$ cat src/rtl/z80_mem_arbiter_if.sv
// CPU, SPI-slave and RAM port-A signals seen by the Z80/ESP32 memory arbiter.
// slave = arbiter side, master = the surrounding system (CPU, SPI slave, RAM).
interface z80_mem_arbiter_if #(
   parameter int ADDR_BITS = 16
);
   logic                 cpu_mreq_n;
   logic                 cpu_wr_n;
   logic [ADDR_BITS-1:0] cpu_addr;
   logic [7:0]           cpu_dout;
   logic [7:0]           cpu_din;

   logic                 spi_wr;
   logic                 spi_rd;
   logic [31:0]          spi_addr;
   logic [7:0]           spi_wdata;
   logic [7:0]           spi_rdata;
   logic                 spi_rvalid;

   logic                 mem_we;
   logic [ADDR_BITS-1:0] mem_addr;
   logic [7:0]           mem_wdata;
   logic [7:0]           mem_rdata;

   modport slave (
      input  cpu_mreq_n, cpu_wr_n, cpu_addr, cpu_dout,
      input  spi_wr, spi_rd, spi_addr, spi_wdata,
      input  mem_rdata,
      output cpu_din, spi_rdata, spi_rvalid,
      output mem_we, mem_addr, mem_wdata
   );

   modport master (
      output cpu_mreq_n, cpu_wr_n, cpu_addr, cpu_dout,
      output spi_wr, spi_rd, spi_addr, spi_wdata,
      output mem_rdata,
      input  cpu_din, spi_rdata, spi_rvalid,
      input  mem_we, mem_addr, mem_wdata
   );
endinterface

$ cat src/rtl/z80_mem_arbiter.sv
// Z80 / ESP32-SPI arbiter for one sync-read RAM port: CPU clock-enable, CPU reset,
// SPI control register, one-entry SPI buffer with bounded deferral and wait-state stall.
module z80_mem_arbiter #(
   parameter int                   ADDR_BITS  = 16,
   parameter int                   DIV_BITS   = 3,
   parameter int                   PWRUP_BITS = 16,
   parameter logic [7:0]           CTRL_PAGE  = 8'hFF,
   parameter logic [7:0]           RAM_PAGE   = 8'h00,
   parameter logic [ADDR_BITS-1:0] ROM_TOP    = 'h4000,
   parameter bit                   ROM_WP     = 1'b1,
   parameter int                   DEFER_MAX  = 4
) (
   input  logic               clk,
   input  logic               reset,
   input  logic               btn_reset_n,
   output logic               cpu_ce,
   output logic               cpu_reset_n,
   output logic               cpu_wait_n,
   output logic [7:0]         ctrl,
   output logic               overrun,
   z80_mem_arbiter_if.slave   bus
);

   localparam int AGE_W = (DEFER_MAX > 1) ? $clog2(DEFER_MAX) : 1;

   typedef enum logic [1:0] {
      S_IDLE,
      S_PEND,
      S_STALL,
      S_ISSUE
   } state_t;

   state_t               state_q, state_d;
   logic [DIV_BITS-1:0]  div_cnt;
   logic [PWRUP_BITS-1:0] pwr_cnt;
   logic                 pwr_sat;
   logic [AGE_W-1:0]     age_q;
   logic                 stalled_q;

   logic                 buf_rd;
   logic [ADDR_BITS-1:0] buf_addr;
   logic [7:0]           buf_data;

   logic [1:0]           vld_pipe;
   logic [7:0]           spi_rdata_q;

   logic                 loading;
   logic [7:0]           spi_page;
   logic                 ram_op, ctrl_wr, op_rd;
   logic                 buf_busy, direct, accept, drop;
   logic                 wp_hit, cpu_wr;
   logic                 rd_issue;
   logic                 spi_addr_unused;

   assign spi_addr_unused = ^bus.spi_addr[23:ADDR_BITS];

   assign loading  = ctrl[1];
   assign spi_page = bus.spi_addr[31:24];
   assign ram_op   = (bus.spi_wr | bus.spi_rd) & (spi_page == RAM_PAGE);
   assign ctrl_wr  = bus.spi_wr & (spi_page == CTRL_PAGE);
   assign op_rd    = bus.spi_rd & ~bus.spi_wr;
   assign buf_busy = (state_q == S_PEND) | (state_q == S_STALL);
   // Loading mode bypasses the buffer only when nothing is queued ahead of the op.
   assign direct   = loading & ram_op & (state_q == S_IDLE);
   assign accept   = ram_op & ~direct & ((state_q == S_IDLE) | (state_q == S_ISSUE));
   assign drop     = ram_op & buf_busy;
   assign wp_hit   = ROM_WP & (bus.cpu_addr < ROM_TOP);
   assign cpu_wr   = ~bus.cpu_mreq_n & ~bus.cpu_wr_n;
   assign pwr_sat  = &pwr_cnt;

   assign cpu_ce         = &div_cnt;
   assign cpu_wait_n     = ~(loading | (state_q == S_STALL) | ((state_q == S_ISSUE) & stalled_q));
   assign bus.cpu_din    = bus.mem_rdata;
   assign bus.spi_rvalid = vld_pipe[1];
   assign bus.spi_rdata  = spi_rdata_q;

   always_comb begin
      state_d = state_q;
      case (state_q)
         S_IDLE:
            if (accept) state_d = (bus.cpu_mreq_n | loading) ? S_ISSUE : S_PEND;
         S_PEND:
            if (bus.cpu_mreq_n | loading)               state_d = S_ISSUE;
            else if (age_q == AGE_W'(DEFER_MAX - 1))    state_d = S_STALL;
         S_STALL:
            state_d = S_ISSUE;
         S_ISSUE:
            if (accept) state_d = (bus.cpu_mreq_n | loading) ? S_ISSUE : S_PEND;
            else        state_d = S_IDLE;
         default:
            state_d = S_IDLE;
      endcase
   end

   always_comb begin
      bus.mem_addr  = bus.cpu_addr;
      bus.mem_wdata = bus.cpu_dout;
      bus.mem_we    = 1'b0;
      rd_issue      = 1'b0;
      if (state_q == S_ISSUE) begin
         bus.mem_addr  = buf_addr;
         bus.mem_wdata = buf_data;
         bus.mem_we    = ~buf_rd;
         rd_issue      = buf_rd;
      end else if (direct) begin
         bus.mem_addr  = bus.spi_addr[ADDR_BITS-1:0];
         bus.mem_wdata = bus.spi_wdata;
         bus.mem_we    = bus.spi_wr;
         rd_issue      = op_rd;
      end else if (!loading) begin
         bus.mem_we    = cpu_wr & ~wp_hit;
      end
      // A reset cycle must never disturb RAM, even with a queued op.
      if (reset) begin
         bus.mem_we = 1'b0;
         rd_issue   = 1'b0;
      end
   end

   always_ff @(posedge clk) begin
      if (reset) begin
         state_q     <= S_IDLE;
         div_cnt     <= '0;
         pwr_cnt     <= '0;
         cpu_reset_n <= 1'b0;
         ctrl        <= '0;
         overrun     <= 1'b0;
         age_q       <= '0;
         stalled_q   <= 1'b0;
         buf_rd      <= 1'b0;
         buf_addr    <= '0;
         buf_data    <= '0;
         vld_pipe    <= '0;
         spi_rdata_q <= '0;
      end else begin
         state_q     <= state_d;
         div_cnt     <= div_cnt + DIV_BITS'(1);
         pwr_cnt     <= pwr_sat ? pwr_cnt : pwr_cnt + PWRUP_BITS'(1);
         cpu_reset_n <= pwr_sat & btn_reset_n & ~ctrl[0];
         stalled_q   <= (state_q == S_STALL);
         if (ctrl_wr) ctrl    <= bus.spi_wdata;
         if (drop)    overrun <= 1'b1;
         if (accept) begin
            age_q    <= '0;
            buf_rd   <= op_rd;
            buf_addr <= bus.spi_addr[ADDR_BITS-1:0];
            buf_data <= bus.spi_wdata;
         end else if (state_q == S_PEND) begin
            age_q <= age_q + AGE_W'(1);
         end
         // Read data returns one clk after issue; capture it into the SPI side a clk later.
         vld_pipe <= {vld_pipe[0], rd_issue};
         if (vld_pipe[0]) spi_rdata_q <= bus.mem_rdata;
      end
   end

endmodule
$ cat src/flat_wrapper.sv
// flat-port wrapper written by rule: the top's interface ports become plain ports
module z80_mem_arbiter_flat 
#(
   parameter int                   ADDR_BITS  = 16,
   parameter int                   DIV_BITS   = 3,
   parameter int                   PWRUP_BITS = 16,
   parameter logic [7:0]           CTRL_PAGE  = 8'hFF,
   parameter logic [7:0]           RAM_PAGE   = 8'h00,
   parameter logic [ADDR_BITS-1:0] ROM_TOP    = 'h4000,
   parameter bit                   ROM_WP     = 1'b1,
   parameter int                   DEFER_MAX  = 4
)
  (clk, reset, btn_reset_n, cpu_ce, cpu_reset_n, cpu_wait_n, ctrl, overrun, bus_cpu_mreq_n, bus_cpu_wr_n, bus_cpu_addr, bus_cpu_dout, bus_spi_wr, bus_spi_rd, bus_spi_addr, bus_spi_wdata, bus_mem_rdata, bus_cpu_din, bus_spi_rdata, bus_spi_rvalid, bus_mem_we, bus_mem_addr, bus_mem_wdata);
  z80_mem_arbiter_if #(.ADDR_BITS(ADDR_BITS)) bus_i ();
  input  logic clk;
  input  logic reset;
  input  logic btn_reset_n;
  output logic cpu_ce;
  output logic cpu_reset_n;
  output logic cpu_wait_n;
  output logic [7:0] ctrl;
  output logic overrun;
  input wire logic [$bits(bus_i.cpu_mreq_n)-1:0] bus_cpu_mreq_n;
  input wire logic [$bits(bus_i.cpu_wr_n)-1:0] bus_cpu_wr_n;
  input wire logic [$bits(bus_i.cpu_addr)-1:0] bus_cpu_addr;
  input wire logic [$bits(bus_i.cpu_dout)-1:0] bus_cpu_dout;
  input wire logic [$bits(bus_i.spi_wr)-1:0] bus_spi_wr;
  input wire logic [$bits(bus_i.spi_rd)-1:0] bus_spi_rd;
  input wire logic [$bits(bus_i.spi_addr)-1:0] bus_spi_addr;
  input wire logic [$bits(bus_i.spi_wdata)-1:0] bus_spi_wdata;
  input wire logic [$bits(bus_i.mem_rdata)-1:0] bus_mem_rdata;
  output wire logic [$bits(bus_i.cpu_din)-1:0] bus_cpu_din;
  output wire logic [$bits(bus_i.spi_rdata)-1:0] bus_spi_rdata;
  output wire logic [$bits(bus_i.spi_rvalid)-1:0] bus_spi_rvalid;
  output wire logic [$bits(bus_i.mem_we)-1:0] bus_mem_we;
  output wire logic [$bits(bus_i.mem_addr)-1:0] bus_mem_addr;
  output wire logic [$bits(bus_i.mem_wdata)-1:0] bus_mem_wdata;
  assign bus_i.cpu_mreq_n = bus_cpu_mreq_n;
  assign bus_i.cpu_wr_n = bus_cpu_wr_n;
  assign bus_i.cpu_addr = bus_cpu_addr;
  assign bus_i.cpu_dout = bus_cpu_dout;
  assign bus_i.spi_wr = bus_spi_wr;
  assign bus_i.spi_rd = bus_spi_rd;
  assign bus_i.spi_addr = bus_spi_addr;
  assign bus_i.spi_wdata = bus_spi_wdata;
  assign bus_i.mem_rdata = bus_mem_rdata;
  assign bus_cpu_din = bus_i.cpu_din;
  assign bus_spi_rdata = bus_i.spi_rdata;
  assign bus_spi_rvalid = bus_i.spi_rvalid;
  assign bus_mem_we = bus_i.mem_we;
  assign bus_mem_addr = bus_i.mem_addr;
  assign bus_mem_wdata = bus_i.mem_wdata;
  z80_mem_arbiter #(.ADDR_BITS(ADDR_BITS), .DIV_BITS(DIV_BITS), .PWRUP_BITS(PWRUP_BITS), .CTRL_PAGE(CTRL_PAGE), .RAM_PAGE(RAM_PAGE), .ROM_TOP(ROM_TOP), .ROM_WP(ROM_WP), .DEFER_MAX(DEFER_MAX)) u_core (.clk(clk), .reset(reset), .btn_reset_n(btn_reset_n), .cpu_ce(cpu_ce), .cpu_reset_n(cpu_reset_n), .cpu_wait_n(cpu_wait_n), .ctrl(ctrl), .overrun(overrun), .bus(bus_i));
endmodule
$ cat config.mk
export PLATFORM = sky130hd
export DESIGN_NAME = z80_mem_arbiter_flat
export DESIGN_NICKNAME = d
export VERILOG_FILES = /design/src/rtl/z80_mem_arbiter_if.sv /design/src/rtl/z80_mem_arbiter.sv /design/src/flat_wrapper.sv
export SDC_FILE = /design/constraint.sdc
export NUM_CORES = 1
export LEC_CHECK = 0
export ABC_AREA = 1
export CAP_MARGIN = 25
export CORE_MARGIN = 5
export CORE_UTILIZATION = 48
export DETAILED_ROUTE_END_ITERATION = 7
export PLACE_DENSITY = 0.86
export SKIP_CTS_REPAIR_TIMING = 1
export SLEW_MARGIN = 15
export SYNTH_ARGS = -nofsm -noshare
export SYNTH_HDL_FRONTEND = slang
export SYNTH_SLANG_ARGS = --single-unit
$ cat constraint.sdc
create_clock -name clk -period 4.25 [get_ports clk]
set_input_delay 0.85 -clock clk [delete_from_list [all_inputs] [get_ports clk]]
set_output_delay 0.85 -clock clk [all_outputs]
set_load 0.05 [all_outputs]
# == Word-level counts from Yosys, hierarchy flattened ==
# Cells that the tools add are included.
# classes
bitwise_logic,27
n_reduce_logical,6
add_sub_neg,3
mux,16
eq_ne,7
n_lt_le_gt_ge,1
# op_table
op,count
$mux 16,2
$add 16x1->16 const B,1
$lt 16x15->1 const B,1
$mux 8,2
$reduce_and 16->1,1
$and 1x1->1,13
$mux 2,5
$eq 8x8->1 const B,1
$logic_not 8->1,1
$not 1->1,8
$pmux 2 s4,1
$eq 2x2->1 const B,3
$mux 1,6
$or 1x1->1,6
$add 3x1->3 const B,1
$ne 3x1->1 const B,1
$reduce_and 3->1,1
$add 2x1->2 const B,1
$eq 2x1->1 const B,1
$logic_not 2->1,1
$ne 2x1->1 const B,1
$reduce_and 2->1,1
$reduce_or 2->1,1
# totals
reg_bits,69
in_bits,79

# == Logic depth before layout (Yosys ltp) ==
# depth
ltp_word,9
mapped_depth,11

# == Least setup slack after synthesis ==
# No wires, ideal clock.
# synth_timing
path_kind,input port to output port
startpoint,input bus_spi_addr[27]
endpoint,output bus_mem_addr[10]
slack_ns,0.992
path_buffers,1
t_required_ns,3.400
arrival_time_ns,2.408
cell_stages,8
cell_sequence,nor2_1 > nand3_4 > nor2_8 > nand2_4 > inv_2 > buf_6 > nand2_1 > a31oi_1
# synth_via
elab_chain_cells,6
# synth_lines
element,line_no,rtl
"start, declared",flat_wrapper.sv:29,input wire logic [$bits(bus_i.spi_addr)-1:0] bus_spi_addr;
$logic_not 8->1,z80_mem_arbiter.sv:59,assign ram_op = (bus.spi_wr | bus.spi_rd) & (spi_page == RAM_PAGE);
$and 1x1->1,z80_mem_arbiter.sv:59,
$and 1x1->1 (2 in a row),z80_mem_arbiter.sv:64,assign direct = loading & ram_op & (state_q == S_IDLE);
$mux 16,z80_mem_arbiter.sv:105,end else if (direct) begin
$mux 16,z80_mem_arbiter.sv:100,if (state_q == S_ISSUE) begin
"end, declared",flat_wrapper.sv:36,output wire logic [$bits(bus_i.mem_addr)-1:0] bus_mem_addr;
# No other way between the ends.

# == Worst setup path in the final report ==
# layout_timing
startpoint,input bus_spi_addr[27]
endpoint,output bus_mem_addr[7]
# The elaborated chain is that of the path after synthesis.

==> results.txt <==
- Result of the run: finished clean
- The share of the synthesized area in compound gates (AO/OA/AOI/OAI) was 0.139.
* Yosys reg bits: 69
- In this run the worst path has a maximum fanout of 23.
- In this run the power density over the cells is about 380 mW/mm².
- Start-to-end type of the worst setup path: in2out
- Worst-case vdd ir drop: between 0.2 and 0.25 mV
- Among all cell types in the netlist, the one instantiated most often is nor2_1.
- List of most frequent post-synthesis cells: nor2_1, nand2_1, dfxtp_1
- Worst Setup End Kind: output pin
- First-pass GRT wire length: ~16000 µm
- Placed cells: roughly 710
- Based on the critical path, the design can be clocked at up to roughly 0.26 GHz.
- Measured slew at the worst slew-check pin: ~0.64 ns
* Die ar.: 0.00928 mm²
- Number of vias per cell: ~5.2
* Non-filler cells, final: 730
- Required time reported for the critical path endpoint: about 3.4 ns
* Setup Viol. Count Final: 0
* Crit path depth: 9
- Arrival time at the worst endpoint: between 2 and 3 ns
- Rows: 31
* Clock tree from TritonCTS: built
- Level count of the clock H-tree: 3
* Final estimated routing congestion in global placement: about 0.91
- The slowest stage of the critical path belongs to the cell clkdlybuf4s50_1.
* Normalized max-slew margin: 0.570
- The count of buffers added on input and output ports is 124.
- The wire-length estimate of the detail-placed layout is between 7000 and 8000 µm.
- Total CTS buffers: 9
- The largest single stage delay on the critical path is around 0.45 ns.
- Mux cell area share after synthesis: 0.00280
- The share of the Yosys chip area taken by registers is 0.386.
* Syn avg cell area: 6.93 µm²
* Max Cap Violations: 0
- Fin worst setup slack: ~0.42 ns
- Clock Root Buffer: clkbuf_8
- After detailed routing, the number of remaining DRC violations is 0.
- 0 antenna diodes ended up in the layout.
- Max-slew violation count: 0
- Top-level I/O count: about 130
- Leading post-synthesis cells by cell area: dfxtp_1, nor2_1, nand2_1, inv_1, a31oi_1
* Min Tclk post-route: roughly 3.8 ns
* Simple-gate area share of the yosys netlist: 0.321
- For this run, asynchronously set or reset flops after synthesis account for 0.
- Total count of hold-check failures in the final report: 0
- Netlist cell types: 33
- After synthesis, the largest family of logic cells by area is simple AND/OR/NAND/NOR gates.
* TNS Setup: 0 ns
* Initial standard-cell utilization of the core: 0.493
- Critical Path Start Type: input pin
- For the worst-skew pair, the clock arrives at the later sink with an insertion delay of about 0.35 ns.
- Cell taking the most area after synthesis: dfxtp_1
- On the final layout, the worst clock skew is 0.0163 ns.
- Counting instances, the worst hold path has a depth of 1.
- First drt pass iteration count: 5
- Depth of the worst register-to-register path: 8
- Broken down by cell family, the worst path's largest delay share belongs to buffers and inverters.
- During synthesis, Yosys emitted a total of 0 warnings.
- Setup repair after global routing left no endpoint under its margin.
- The path class of the tightest hold or removal check is reg2reg.
* Post-layout utilization of the core: 0.718
- Summing over every cut layer, the via total after detailed routing is around 3.8k.
* Post-synth EDFFs: 0
- The final layout contains routed wiring with a total length of 10200 µm.
- The number of nets in the synthesized netlist is between 600 and 700.
* Largest net degree at the start of global routing: 30
- Share of cells above drive strength 1: 0.0998
* Vias in the first global route: between 3k and 4k
- The cell area that synthesis handed to floorplanning was 0.00358 mm².
- Measured along the y axis, the die boundary spans 96.3 µm.
- Gr ovfl total: 0
- Routed Antenna Nets: 0
* Nets: 714
- Adder-cell share of the synthesized area: 0.0315
- Timing analysis after detailed placement gives a worst setup slack of 0.410 ns.
- Measured along the x axis, the die boundary spans just under 100 µm.
- Parity-gate share of the synthesized area counting xor and xnor cells: 0.0196
- Dividing the detail-routed wire length by the instance count gives 14.0 µm.
- DRC violation total after the first TritonRoute iteration: 243
* Area added between synthesis and finish: 45.7%
* Area share of the leading cell type in the synthesized netlist: 0.386
- Buffers plus inverters on the worst setup path: 3
- Fill cell total of the finished layout: 550
- Most common flop cell mapped by yosys: dfxtp_1
- For this design, the sink count on the clock tree is between 60 and 70.
- CTS clock-pin slew for the worst setup and hold paths: 0.07 ns
- Buffers from clock root to sink, at most: 2
* Global-route total usage across every layer: 0.220
- The analysis attributes to cell leakage a power of between 2 and 2.5 nW.
- The number of antenna violations at the first check in global routing came to 0.
- Walking the worst path, the cells encountered are clkdlybuf4s50_1 > nor2_1 > nand3_4 > nor2_8 > nand2_4 > inv_2 > nand2_1 > a31oi_1 > buf_12.
- Std-Cell Core Area: slightly above 0.007 mm²
- Synthesis handed over a netlist of between 500 and 600 instances.
- Tcrit/Tclk final: 0.901
## per-layer routing
layer | up-vias | track usage | part of all wire
li1 | 1893 | - | -
met5 | - | 0 | 0
met2 | 134 | 0.374 | 0.50
met3 | 22 | 0.0758 | 0.088
met4 | 0 | 0.0806 | 0.021
met1 | 1716 | 0.255 | 0.39
## sequential cells by signal (all words and copies together) (netlist names)
signal	cells
u_core.div_cnt	3
u_core.vld_pipe	2
u_core.bus.spi_rdata	8
u_core.buf_rd	1
u_core.age_q	2
u_core.buf_data	8
u_core.overrun	1
u_core.stalled_q	1
u_core.state_q	2
u_core.buf_addr	16
u_core.cpu_reset_n	1
u_core.pwr_cnt	16
u_core.ctrl	8
## placed cells by master (no fill, tap or decap), drive strengths merged
cell type | synthesis | routed
ha | 9 | 9
nor2 | 124 | 124
dfxtp | 69 | 69
o211ai | 2 | 2
mux2i | 1 | 1
nor3 | 7 | 7
bufinv | 0 | 1
nand3 | 24 | 24
o21ai | 42 | 42
a211oi | 2 | 2
clkdlybuf4s50 | 0 | 99
a31oi | 25 | 25
clkbuf | 11 | 10
nand4 | 8 | 8
xor2 | 3 | 3
xnor2 | 5 | 5
buf | 18 | 29
nand2 | 97 | 97
inv | 45 | 46
a21oi | 20 | 20
or2 | 3 | 3
clkinv | 1 | 5
## metrics by stage
step           hold slack (ns)  instance area [µm²]  power (mW)
2_1_floorplan            0.399                 3580        1.10
3_3_place_gp             0.406                 5000        1.42
3_5_place_dp             0.435                 5000        1.44
4_1_cts                  0.445                 5210        1.98
5_1_grt                  0.464                 5210        2.06
6_report                 0.433                 5210        1.99
## cell type report
cell class,instances,area (µm²),area share
clock inverter,6,70.1,0.0135
inverter,46,175,0.0336
tap,99,124,0.0238
sequential,69,1380,0.265
multi-input combinational,372,1840,0.353
clock buffer,10,138,0.0264
timing repair buffer,128,1480,0.285
## logic make-up after synthesis
logic type / count (synthesis)
AO/OA/AOI/OAI: 91
XOR/XNOR: 8
adder cells (fa/ha/maj): 9
buffers and inverters: 75
flip-flops: 69
multiplexers: 1
AND/OR/NAND/NOR: 263
## path summary, 6_finish.rpt
check | slack (ns) | endpoint | startpoint
setup / recovery | 0.42 | bus_mem_addr[7] | bus_spi_addr[27]
hold / removal | 0.43 | u_core.div_cnt[0] | u_core.div_cnt[0]
setup reg to reg | 2.35 | u_core.vld_pipe[0] | u_core.state_q[0]
hold reg to reg | 0.43 | u_core.div_cnt[0] | u_core.div_cnt[0]
## power by group
part / total, mW / switching, mW / internal (mW) / leakage (nW)
clock network: 0.559 / 0.268 / 0.291 / 0.107
registers: 0.684 / 0.0165 / 0.667 / 0.558
logic: 0.743 / 0.423 / 0.320 / 1.59
(Power assumes the default switching activity.)
